==> config.mk <==
export PLATFORM = sky130hd
export DESIGN_NAME = syskey_debounce
export DESIGN_NICKNAME = d
export VERILOG_FILES = /design/src/rtl/syskey_debounce.sv
export SDC_FILE = /design/constraint.sdc
export NUM_CORES = 1
export LEC_CHECK = 0
export ABC_AREA = 1
export CORE_ASPECT_RATIO = 2
export CORE_MARGIN = 2
export CORE_UTILIZATION = 56
export DETAILED_ROUTE_END_ITERATION = 8
export PLACE_DENSITY = 0.78
export SETUP_SLACK_MARGIN = 0.15
export SYNTH_ARGS = -nofsm -noshare
export SYNTH_HDL_FRONTEND = slang
export SYNTH_SLANG_ARGS = --single-unit
export TNS_END_PERCENT = 20
==> constraint.sdc <==
create_clock -name clk -period 1.9 [get_ports clk]
set_clock_uncertainty 0.05 [all_clocks]
set_input_delay 0.475 -clock clk [delete_from_list [all_inputs] [get_ports clk]]
set_output_delay 0.475 -clock clk [all_outputs]
set_load 0.02 [all_outputs]
==> src/rtl/syskey_debounce.sv <==
// syskey_debounce
//
// Conditions the raw system push-keys before they reach the system-key PIO.
// Each key is synchronised with two flops and debounced with its own
// qualification counter. A single free-running prescaler is shared by all
// keys. A changed level is accepted only after it persists for STABLE_TICKS
// consecutive prescaler ticks.
//
// Optional feature, selected by the macro SYSKEY_DEBOUNCE_IRQ_EN:
//   defined   - sticky per-key press latch plus a registered irq (OR of latch)
//   undefined - press_latch and irq tie to 0, irq_clear is ignored
//
// Parameters:
//   WIDTH        number of keys
//   TICK_DIV     prescaler period in clk cycles (>= 1)
//   STABLE_TICKS ticks a changed level must persist before acceptance (>= 1)
//   ACTIVE_LOW   1: raw pin low = pressed, 0: raw pin high = pressed
//
// Ports:
//   clk          system clock
//   reset_n      synchronous active-low reset
//   key_raw      asynchronous key pins
//   key_state    debounced state, 1 = pressed (to PIO in_port)
//   key_press    one-cycle strobe on accepted 0->1 of key_state
//   key_release  one-cycle strobe on accepted 1->0 of key_state
//   irq_clear    per-key clear of the press latch
//   press_latch  sticky record of presses
//   irq          OR of press_latch, one cycle late
module syskey_debounce #(
    parameter int unsigned WIDTH        = 3,
    parameter int unsigned TICK_DIV     = 50000,
    parameter int unsigned STABLE_TICKS = 16,
    parameter bit          ACTIVE_LOW   = 1'b1
) (
    input  logic             clk,
    input  logic             reset_n,
    input  logic [WIDTH-1:0] key_raw,
    output logic [WIDTH-1:0] key_state,
    output logic [WIDTH-1:0] key_press,
    output logic [WIDTH-1:0] key_release,
    input  logic [WIDTH-1:0] irq_clear,
    output logic [WIDTH-1:0] press_latch,
    output logic             irq
);

    localparam int unsigned TickW = (TICK_DIV > 1) ? $clog2(TICK_DIV) : 1;
    localparam int unsigned CntW  = (STABLE_TICKS > 1) ? $clog2(STABLE_TICKS) : 1;

    localparam logic [TickW-1:0] TickLast  = TickW'(TICK_DIV - 1);
    localparam logic [CntW-1:0]  CntLast   = CntW'(STABLE_TICKS - 1);
    // Pin level of a released key; the sync chain resets to it so that no
    // spurious transition is seen as reset releases.
    localparam logic [WIDTH-1:0] IdleLevel = {WIDTH{ACTIVE_LOW}};

    // ------------------------------------------------------------------
    // Synchroniser
    // ------------------------------------------------------------------
    logic [WIDTH-1:0] sync1_q;
    logic [WIDTH-1:0] sync2_q;
    logic [WIDTH-1:0] sample;

    always_ff @(posedge clk) begin
        if (!reset_n) begin
            sync1_q <= IdleLevel;
            sync2_q <= IdleLevel;
        end else begin
            sync1_q <= key_raw;
            sync2_q <= sync1_q;
        end
    end

    always_comb begin
        sample = ACTIVE_LOW ? ~sync2_q : sync2_q;
    end

    // ------------------------------------------------------------------
    // Shared prescaler
    // ------------------------------------------------------------------
    logic [TickW-1:0] presc_q;
    logic [TickW-1:0] presc_d;
    logic             tick;

    always_comb begin
        tick    = (presc_q == TickLast);
        presc_d = tick ? '0 : presc_q + TickW'(1);
    end

    always_ff @(posedge clk) begin
        if (!reset_n) begin
            presc_q <= '0;
        end else begin
            presc_q <= presc_d;
        end
    end

    // ------------------------------------------------------------------
    // Per-key qualification
    // ------------------------------------------------------------------
    logic [CntW-1:0]  cnt_q [WIDTH];
    logic [CntW-1:0]  cnt_d [WIDTH];
    logic [WIDTH-1:0] state_q;
    logic [WIDTH-1:0] state_d;
    logic [WIDTH-1:0] press_q;
    logic [WIDTH-1:0] press_d;
    logic [WIDTH-1:0] rel_q;
    logic [WIDTH-1:0] rel_d;

    always_comb begin
        cnt_d   = cnt_q;
        state_d = state_q;
        press_d = '0;
        rel_d   = '0;
        for (int i = 0; i < int'(WIDTH); i++) begin
            if (sample[i] == state_q[i]) begin
                // Any return to the accepted level discards progress.
                cnt_d[i] = '0;
            end else if (tick) begin
                if (cnt_q[i] == CntLast) begin
                    state_d[i] = ~state_q[i];
                    cnt_d[i]   = '0;
                    if (state_q[i]) begin
                        rel_d[i] = 1'b1;
                    end else begin
                        press_d[i] = 1'b1;
                    end
                end else begin
                    cnt_d[i] = cnt_q[i] + CntW'(1);
                end
            end
        end
    end

    always_ff @(posedge clk) begin
        if (!reset_n) begin
            for (int i = 0; i < int'(WIDTH); i++) begin
                cnt_q[i] <= '0;
            end
            state_q <= '0;
            press_q <= '0;
            rel_q   <= '0;
        end else begin
            cnt_q   <= cnt_d;
            state_q <= state_d;
            press_q <= press_d;
            rel_q   <= rel_d;
        end
    end

    assign key_state   = state_q;
    assign key_press   = press_q;
    assign key_release = rel_q;

    // ------------------------------------------------------------------
    // Press latch / interrupt
    // ------------------------------------------------------------------
`ifdef SYSKEY_DEBOUNCE_IRQ_EN
    logic [WIDTH-1:0] latch_q;
    logic [WIDTH-1:0] latch_d;
    logic             irq_q;

    // The latch becomes visible together with key_press and the set term
    // stays active for the whole strobe cycle, so a clear presented while
    // key_press is high loses to the set.
    always_comb begin
        latch_d = press_d | press_q | (latch_q & ~irq_clear);
    end

    always_ff @(posedge clk) begin
        if (!reset_n) begin
            latch_q <= '0;
            irq_q   <= 1'b0;
        end else begin
            latch_q <= latch_d;
            irq_q   <= |latch_q;
        end
    end

    assign press_latch = latch_q;
    assign irq         = irq_q;
`else
    logic unused_irq_clear;

    assign unused_irq_clear = ^irq_clear;
    assign press_latch      = '0;
    assign irq              = 1'b0;
`endif

endmodule
==> results.rst, run 1 <==
.. list-table::
   :header-rows: 1

   * - Metric
     - Value
   * - Maximum ir drop on the vdd rail
     - 0.529 mV
   * - Clk Tree Root Cell
     - sky130_fd_sc_hd__clkbuf_8
   * - TritonCTS Sinks
     - 43
   * - Total negative slack
     - 0 ns
   * - Max-Cap Viols
     - 0
   * - Number of distinct library cell variants in the gate-level netlist after synthesis
     - 25
   * - FP Rows
     - 32
   * - Placeable core region
     - 3800 sq um
   * - Violation count after the first detailed-route iteration
     - 41
   * - Reported net switching power
     - 0.000365 W
   * - FF+latch count, synth
     - 43
   * - CTS max path bufs
     - 2
   * - List of cells traversed by the critical path
     - clkdlybuf4s50_1
   * - Number of global-route vias before repair
     - 1,844
   * - Final design instance area without fill
     - 2460 sq um
   * - Number of I/O pins
     - 21
   * - WL/cell
     - 12.2 um
   * - Clock period minus final worst setup slack
     - 1.75 ns
   * - Number of buffers and inverters on the critical path
     - 1
   * - Number of instances in the synthesized netlist
     - 295
   * - Final number of hold-violating endpoints
     - 0
   * - Largest net degree at the start of global routing
     - 17
   * - Period utilization
     - 92.0%
   * - Post-synthesis average cell area
     - 7.37 sq um
   * - Power share of the clock group
     - 42.6%
   * - Area growth syn-to-layout
     - 13.3%
   * - Antenna violations before repair
     - 0
   * - Critical path start-end classification
     - reg2out
   * - Final hold slack
     - 0.367 ns
   * - Highest fanout seen on the critical path
     - 1
   * - Worst hold path type
     - reg2reg
   * - Worst path required time
     - 1.37 ns
   * - Share of layout cells above drive strength 1
     - 15.8%
   * - Synthesized cell area
     - 2170 sq um
   * - Worst Path Arrival
     - 1.22 ns
   * - Vertical extent of the die
     - 92.1 um
   * - Final count of pins violating max slew
     - 0
   * - Number of vias after detailed routing
     - 1,877
   * - Number of buffers added on ports
     - 13
   * - Largest stage delay, worst path
     - 0.60 ns
   * - First-pass iteration count of the detailed router
     - 4
   * - Via density
     - 5.11
   * - Pleak
     - 1.02 nW
   * - Cell family with the largest share of critical-path delay
     - buffers and inverters
   * - Clock latency reported for the late side of the worst-skew pair
     - 0.30 ns
   * - X dimension of the die
     - 48.1 um
   * - Quantity of hold-fixing buffers added after cts
     - 0
   * - Number of setup buffers added after CTS
     - 0
   * - Post-DP HPWL
     - 3.49 mm
   * - Slowest stage cell, crit path
     - sky130_fd_sc_hd__clkdlybuf4s50_1
   * - Setup violators final
     - 0
   * - Final Wtd Congestion
     - 0.909
   * - Final ANT Viol Nets
     - 0
   * - Sw Ratio
     - 21.6%
   * - CTS tree
     - done
   * - Cells taking the most area after synthesis
     - sky130_fd_sc_hd__dfxtp_1 (40%), sky130_fd_sc_hd__nand2_1 (11%), sky130_fd_sc_hd__inv_1 (7.4%), sky130_fd_sc_hd__nor2_1 (6.6%), sky130_fd_sc_hd__a21oi_1 (3.9%)
   * - Effective utilization at floorplan
     - 57.1%
   * - # H-tree levels
     - 2
   * - DP Area
     - 2340 sq um
   * - Flop-to-flop setup slack
     - 0.27 ns
   * - Part of the total power dissipated in combinational logic
     - 3.1%
   * - Leading area contributor after synthesis
     - sky130_fd_sc_hd__dfxtp_1
   * - Residual overflow from global routing
     - 0
   * - Final WL
     - 4.47 mm
   * - Fraction of power consumed by sequential logic
     - 54.3%
   * - DRC
     - 0
   * - Critical path startpoint category
     - register
   * - Synth top area share
     - 39.6%
   * - Number of buffers created by CTS
     - 5
   * - Dpl ws
     - 0.125 ns
   * - Final nets
     - 327
   * - Overall die area
     - 4430 sq um
   * - Smallest setup slack after layout
     - 0.151 ns
   * - Global-route usage over all layers
     - 23.9%
   * - Internal power
     - 0.00132 W
   * - Yosys Warn Count
     - 0
   * - Number of antenna diodes
     - 0
   * - First-pass GRT wire length
     - 7.62 mm
   * - Critical Path Sink Type
     - output port
   * - F_max
     - 572 MHz
   * - Register clock-pin slew on the reported worst setup and hold paths
     - 0.08 ns
   * - Power per cell area
     - 686 nW/um^2
   * - Status
     - complete, no violations
   * - Part of the Yosys area used for sequential elements
     - 39.6%
   * - Unrepaired setup endpoints after global routing
     - true
per-stage QoR:
stage / total power (W) / util, % / instances
floorplan: 0.000983 / - / 298
global placement: 0.000990 / 61.6 / 359
detailed placement: 0.000992 / 61.6 / 359
CTS: 0.00171 / 64.5 / 367
global route: 0.00177 / 64.7 / 367
finish: 0.00169 / 64.7 / 367
state kept, by name, summed over array words and instances, names as in the netlist:
signal and flops:
sync1_q 3, key_press 3, key_release 3, presc_q 16
key_state 3, cnt_q 12, sync2_q 3
final timing paths:
kind                   from             end  depth (start not counted)
max          key_release[1]  key_release[1]                          1
min              sync1_q[1]      sync2_q[1]                          1
max reg2reg      presc_q[0]    key_state[1]                          6
min reg2reg      sync1_q[1]      sync2_q[1]                          1
logic make-up (layout without fill, tap and decap cells):
kind of cell,Yosys count,in the layout,share of synthesized area [%]
flops,43,43,39.6
simple gates,161,161,37.2
buf+inv,49,67,9.90
other cells,1,4,0.173
fa+ha+maj,4,4,2.30
compound gates,29,29,7.54
xor+xnor,8,8,3.22
layer usage:
layer	up-vias	wire, um	part of all wire, %	track usage (%)
met1	863	1580	35	22.2
met2	36	2510	56	42.1
li1	957	-	-	-
met4	0	278	6.2	16.2
met5	-	0	0	0
met3	21	102	2.3	4.13
cell type report:
class | instances | area (sq um)
clock buffer | 5 | 68.8
clock inverter | 3 | 43.8
fill | 373 | 1340
inverter | 44 | 165
multi-input combinational | 206 | 1110
sequential | 43 | 861
tap | 51 | 63.8
timing repair buffer | 15 | 151
Yosys cell counts:
| library cell | count |
|---|---|
| sky130_fd_sc_hd__nand2_1 | 62 |
| sky130_fd_sc_hd__dfxtp_1 | 43 |
| sky130_fd_sc_hd__inv_1 | 43 |
| sky130_fd_sc_hd__nor2_1 | 38 |
| sky130_fd_sc_hd__a21oi_1 | 17 |
| sky130_fd_sc_hd__nand4_1 | 11 |
| sky130_fd_sc_hd__nor2_2 | 11 |
| sky130_fd_sc_hd__nand3_1 | 10 |
| sky130_fd_sc_hd__xor2_1 | 8 |
| sky130_fd_sc_hd__o21ai_0 | 7 |
| sky130_fd_sc_hd__or2_2 | 7 |
| sky130_fd_sc_hd__a21oi_2 | 5 |
| sky130_fd_sc_hd__nor2_4 | 5 |
| sky130_fd_sc_hd__buf_4 | 4 |
| sky130_fd_sc_hd__ha_1 | 4 |
| sky130_fd_sc_hd__nand2_2 | 4 |
| sky130_fd_sc_hd__nor3_1 | 4 |
| sky130_fd_sc_hd__nand4_2 | 3 |
| sky130_fd_sc_hd__nand3_2 | 2 |
| sky130_fd_sc_hd__nand3b_1 | 2 |
| sky130_fd_sc_hd__buf_12 | 1 |
| sky130_fd_sc_hd__conb_1 | 1 |
| sky130_fd_sc_hd__inv_2 | 1 |
| sky130_fd_sc_hd__nand2_4 | 1 |
| sky130_fd_sc_hd__nand3_4 | 1 |
timing repair:
item / 4_1_cts / 5_1_grt
endpoints found under the setup margin: 5 / 15
gates resized for setup: 1 / 3
endpoints found under the hold margin: 0 / 0
gates cloned: 0 / 0
power by group through the flow:
stage	clock network [W]	registers [W]	logic, W
finish	0.000719	0.000918	0.0000523
global route	0.000790	0.000920	0.0000595
CTS	0.000739	0.000918	0.0000530
detailed placement	0	0.000939	0.0000527
global placement	0	0.000939	0.0000519
floorplan	0	0.000938	0.0000456
cell usage in the layout (no fill, tap or decap):
cell	netlist	layout
sky130_fd_sc_hd__o21ai_0	7	7
sky130_fd_sc_hd__conb_1	1	4
sky130_fd_sc_hd__ha_1	4	4
sky130_fd_sc_hd__a21oi_2	5	5
sky130_fd_sc_hd__nand4_1	11	11
sky130_fd_sc_hd__nand3_2	2	2
sky130_fd_sc_hd__dfxtp_1	43	43
sky130_fd_sc_hd__bufinv_16	0	1
sky130_fd_sc_hd__buf_4	4	2
sky130_fd_sc_hd__nor2_2	11	11
sky130_fd_sc_hd__a21oi_1	17	17
sky130_fd_sc_hd__nand2_1	62	62
sky130_fd_sc_hd__inv_1	43	43
sky130_fd_sc_hd__nand2_4	1	1
sky130_fd_sc_hd__nor3_1	4	4
sky130_fd_sc_hd__dlygate4sd2_1	0	1
sky130_fd_sc_hd__nor2_1	38	38
sky130_fd_sc_hd__clkinv_4	0	1
sky130_fd_sc_hd__clkbuf_8	0	5
sky130_fd_sc_hd__or2_2	7	7
sky130_fd_sc_hd__nand4_2	3	3
sky130_fd_sc_hd__xor2_1	8	8
sky130_fd_sc_hd__nand3_1	10	10
sky130_fd_sc_hd__clkdlybuf4s50_1	0	9
sky130_fd_sc_hd__clkinv_2	0	1
sky130_fd_sc_hd__dlymetal6s2s_1	0	3
sky130_fd_sc_hd__nand3b_1	2	2
sky130_fd_sc_hd__nand3_4	1	1
sky130_fd_sc_hd__nor2_4	5	5
sky130_fd_sc_hd__nand2_2	4	4
sky130_fd_sc_hd__inv_2	1	1
(Power assumes the default switching activity.)
==> run 2: changes to the inputs <==
--- a/config.mk
+++ b/config.mk
@@ -6,11 +6,11 @@
 export NUM_CORES = 1
 export LEC_CHECK = 0
 export ABC_AREA = 1
+export CAP_MARGIN = 10
 export CORE_ASPECT_RATIO = 2
 export CORE_MARGIN = 2
-export CORE_UTILIZATION = 56
+export CORE_UTILIZATION = 43
 export DETAILED_ROUTE_END_ITERATION = 8
-export PLACE_DENSITY = 0.78
 export SETUP_SLACK_MARGIN = 0.15
 export SYNTH_ARGS = -nofsm -noshare
 export SYNTH_HDL_FRONTEND = slang
==> constraint.sdc (replaced) <==
create_clock -name clk -period 1.78 [get_ports clk]
set_clock_uncertainty 0.05 [all_clocks]
set_input_delay 0.445 -clock clk [delete_from_list [all_inputs] [get_ports clk]]
set_output_delay 0.445 -clock clk [all_outputs]
set_load 0.02 [all_outputs]
==> run 2 against run 1 <==
Effect of this change: sequential cell count unchanged; combinational power up 14%; sequential power up 6.9%; final cell count up 3.0%; final area up 2.5%; via count up 1.1%; global-route usage down 5.6 points; largest power group unchanged.
==> results.rst, run 2 (synthesis results as in run 1) <==
.. list-table::
   :header-rows: 1

   * - Metric
     - Value
   * - Final Wtd Congestion
     - 0.835 (-8.2%)
   * - X dimension of the die
     - 54.3 um (+13%)
   * - Slowest stage cell, crit path
     - sky130_fd_sc_hd__clkdlybuf4s50_1
   * - Number of buffers created by CTS
     - 5 (unchanged)
   * - Share of layout cells above drive strength 1
     - 17.8% (+1.9 points)
   * - Number of global-route vias before repair
     - 1,818 (-1.4%)
   * - CTS max path bufs
     - 2 (unchanged)
   * - Total negative slack
     - 0 ns (unchanged)
   * - Antenna violations before repair
     - 0 (unchanged)
   * - WL/cell
     - 12.3 um (+0.85%)
   * - Worst Path Arrival
     - 1.20 ns (-0.02 ns)
   * - Overall die area
     - 5670 sq um (+28%)
   * - Placeable core region
     - 4860 sq um (+28%)
   * - Number of I/O pins
     - 21 (unchanged)
   * - Critical path start-end classification
     - reg2out
   * - Count of placed standard cells including taps
     - 369 (+2.8%)
   * - Register clock-pin slew on the reported worst setup and hold paths
     - 0.08 ns (about the same)
   * - Non-filler cells, final
     - 378 (+3.0%)
   * - First-pass GRT wire length
     - 7.64 mm (+0.28%)
   * - Worst-case reg-to-reg path depth
     - 6 (unchanged)
   * - F_max
     - 590 MHz
   * - Most heavily used metal layer in global routing
     - met2
   * - Startpoint of the worst-slack reg-to-reg timing path
     - presc_q[0]
   * - Met3 capacity usage during global routing
     - 3.57% (-0.56 points)
   * - Via density
     - 5.02 (-1.8%)
   * - Critical R2R Capture
     - presc_q[2]
   * - Flip-flop count of the largest register, all copies and words added
     - 16 (unchanged)
   * - Period utilization
     - 95.3%
   * - Status
     - complete, no violations
   * - Setup violators final
     - 0 (unchanged)
   * - Vertical extent of the die
     - 105 um (+14%)
   * - Unrepaired setup endpoints after global routing
     - true
   * - DRC
     - 0 (unchanged)
   * - Quantity of hold-fixing buffers added after cts
     - 0 (unchanged)
   * - Pleak
     - 1.08 nW (+6.1%)
   * - Flop-to-flop setup slack
     - 0.29 ns (+0.02 ns)
   * - Clock period minus final worst setup slack
     - 1.70 ns
   * - Residual overflow from global routing
     - 0 (unchanged)
   * - Global-route usage over all layers
     - 18.3% (-5.6 points)
   * - Max-Cap Viols
     - 0 (unchanged)
   * - Clk Tree Root Cell
     - sky130_fd_sc_hd__clkbuf_8
   * - Clock latency reported for the late side of the worst-skew pair
     - 0.29 ns (about the same)
   * - Cell family with the largest share of critical-path delay
     - buffers and inverters
   * - Largest net degree at the start of global routing
     - 17 (unchanged)
   * - Leading cell type in the layout, fill and taps excluded
     - sky130_fd_sc_hd__nand2_1
   * - Path length in cells of the critical path
     - 1 (unchanged)
   * - Number of buffers and inverters on the critical path
     - 1 (unchanged)
   * - List of cells traversed by the critical path
     - clkdlybuf4s50_1
   * - Worst hold path type
     - reg2reg
   * - Global Route met2 Usage
     - 34.1% (-8.0 points)
   * - Highest fanout seen on the critical path
     - 1 (unchanged)
   * - Final nets
     - 332 (+1.5%)
   * - TritonCTS Sinks
     - 43 (unchanged)
   * - Top flop regs
     - presc_q: 16 flops, cnt_q: 12 flops
   * - Register with the most flip-flops
     - presc_q
   * - Cell depth of the worst min-delay path
     - 1 (unchanged)
   * - # H-tree levels
     - 2 (unchanged)
   * - Number of antenna diodes
     - 0 (unchanged)
   * - Terminating pin of the worst hold path
     - sync2_q[2]
   * - First-pass iteration count of the detailed router
     - 4 (unchanged)
   * - Fill cell total of the finished layout
     - 520 (+39%)
   * - Critical Path Sink Type
     - output port
   * - Final WL
     - 4.65 mm (+3.9%)
   * - Largest stage delay, worst path
     - 0.59 ns (about the same)
   * - Post-DP HPWL
     - 3.65 mm (+4.7%)
   * - Final ANT Viol Nets
     - 0 (unchanged)
   * - Violation count after the first detailed-route iteration
     - 24 (-41%)
   * - Number of buffers added on ports
     - 13 (unchanged)
   * - Met1 routing resource usage after global routing
     - 15.7% (-6.5 points)
   * - Worst path required time
     - 1.28 ns (-0.09 ns)
   * - Launch instance of the worst min-delay path
     - sync1_q[2]
   * - Critical path startpoint category
     - register
   * - Commonest cells after routing, fill and taps aside
     - sky130_fd_sc_hd__nand2_1 (62), sky130_fd_sc_hd__inv_1 (43), sky130_fd_sc_hd__dfxtp_1 (42)
   * - Power per cell area
     - 719 nW/um^2 (+4.9%)
   * - CTS tree
     - done
   * - Final number of hold-violating endpoints
     - 0 (unchanged)
   * - Effective utilization at floorplan
     - 44.7% (-12 points)
   * - Area growth syn-to-layout
     - 16.2%
   * - FP Rows
     - 36 (+13%)
   * - Number of vias after detailed routing
     - 1,898 (+1.1%)
   * - Maximum ir drop on the vdd rail
     - 0.482 mV (-8.8%)
   * - Final count of pins violating max slew
     - 0 (unchanged)
==> run 2: stage by stage <==
stage	util (%)	hold slack, ns	power [W]	instance area (sq um)	worst slack [ns]
5_1_grt	51.9	0.385	0.00190	2520	0.0269
3_3_place_gp	48.9	0.346	0.00106	2380	0.0890
3_5_place_dp	48.9	0.354	0.00106	2380	0.0578
2_1_floorplan	-	0.343	0.00105	2180	0.376
4_1_cts	51.3	0.372	0.00185	2490	0.00779
6_report	51.9	0.371	0.00182	2520	0.0838
==> run 2: how the worst max path moves through the flow <==
stage                   start             end  slack (ns)
4_1_cts          key_state[2]    key_state[2]       0.008
3_3_place_gp          reset_n    key_press[2]        0.09
6_report       key_release[0]  key_release[0]        0.08
5_1_grt        key_release[0]  key_release[0]        0.03
2_1_floorplan      presc_q[0]     presc_q[12]        0.38
3_5_place_dp          reset_n  key_release[0]        0.06
==> run 2: cell type report <==
| cell class | instances | area, sq um | share of cell area, % |
|---|---|---|---|
| Clock buffer | 5 | 68.8 | 2.73 |
| Clock inverter | 3 | 46.3 | 1.83 |
| Inverter | 44 | 165 | 6.54 |
| Multi-Input combinational cell | 206 | 1120 | 44.3 |
| Sequential cell | 43 | 862 | 34.1 |
| Tap cell | 57 | 71.3 | 2.82 |
| Timing Repair Buffer | 20 | 193 | 7.63 |
==> run 2: power breakdown <==
part	leakage, nW	switching (W)	total, W	internal [W]
logic	0.678	0.0000346	0.0000598	0.0000253
registers	0.349	0.00000729	0.000981	0.000973
clock network	0.0548	0.000353	0.000776	0.000423
total	1.08	0.000395	0.00182	0.00142
==> run 2: metal layers <==
metal | vias up | wire, um
met1 | 870 | 1620
li1 | 965 | -
met2 | 41 | 2620
met5 | - | 0
met3 | 22 | 144
met4 | 0 | 259
==> run 2: timing repair <==
item,CTS,global route
gates cloned,0,0
gates resized for setup,2,8
pin swaps,0,1
buffers inserted,0,1
endpoints found under the setup margin,12,44
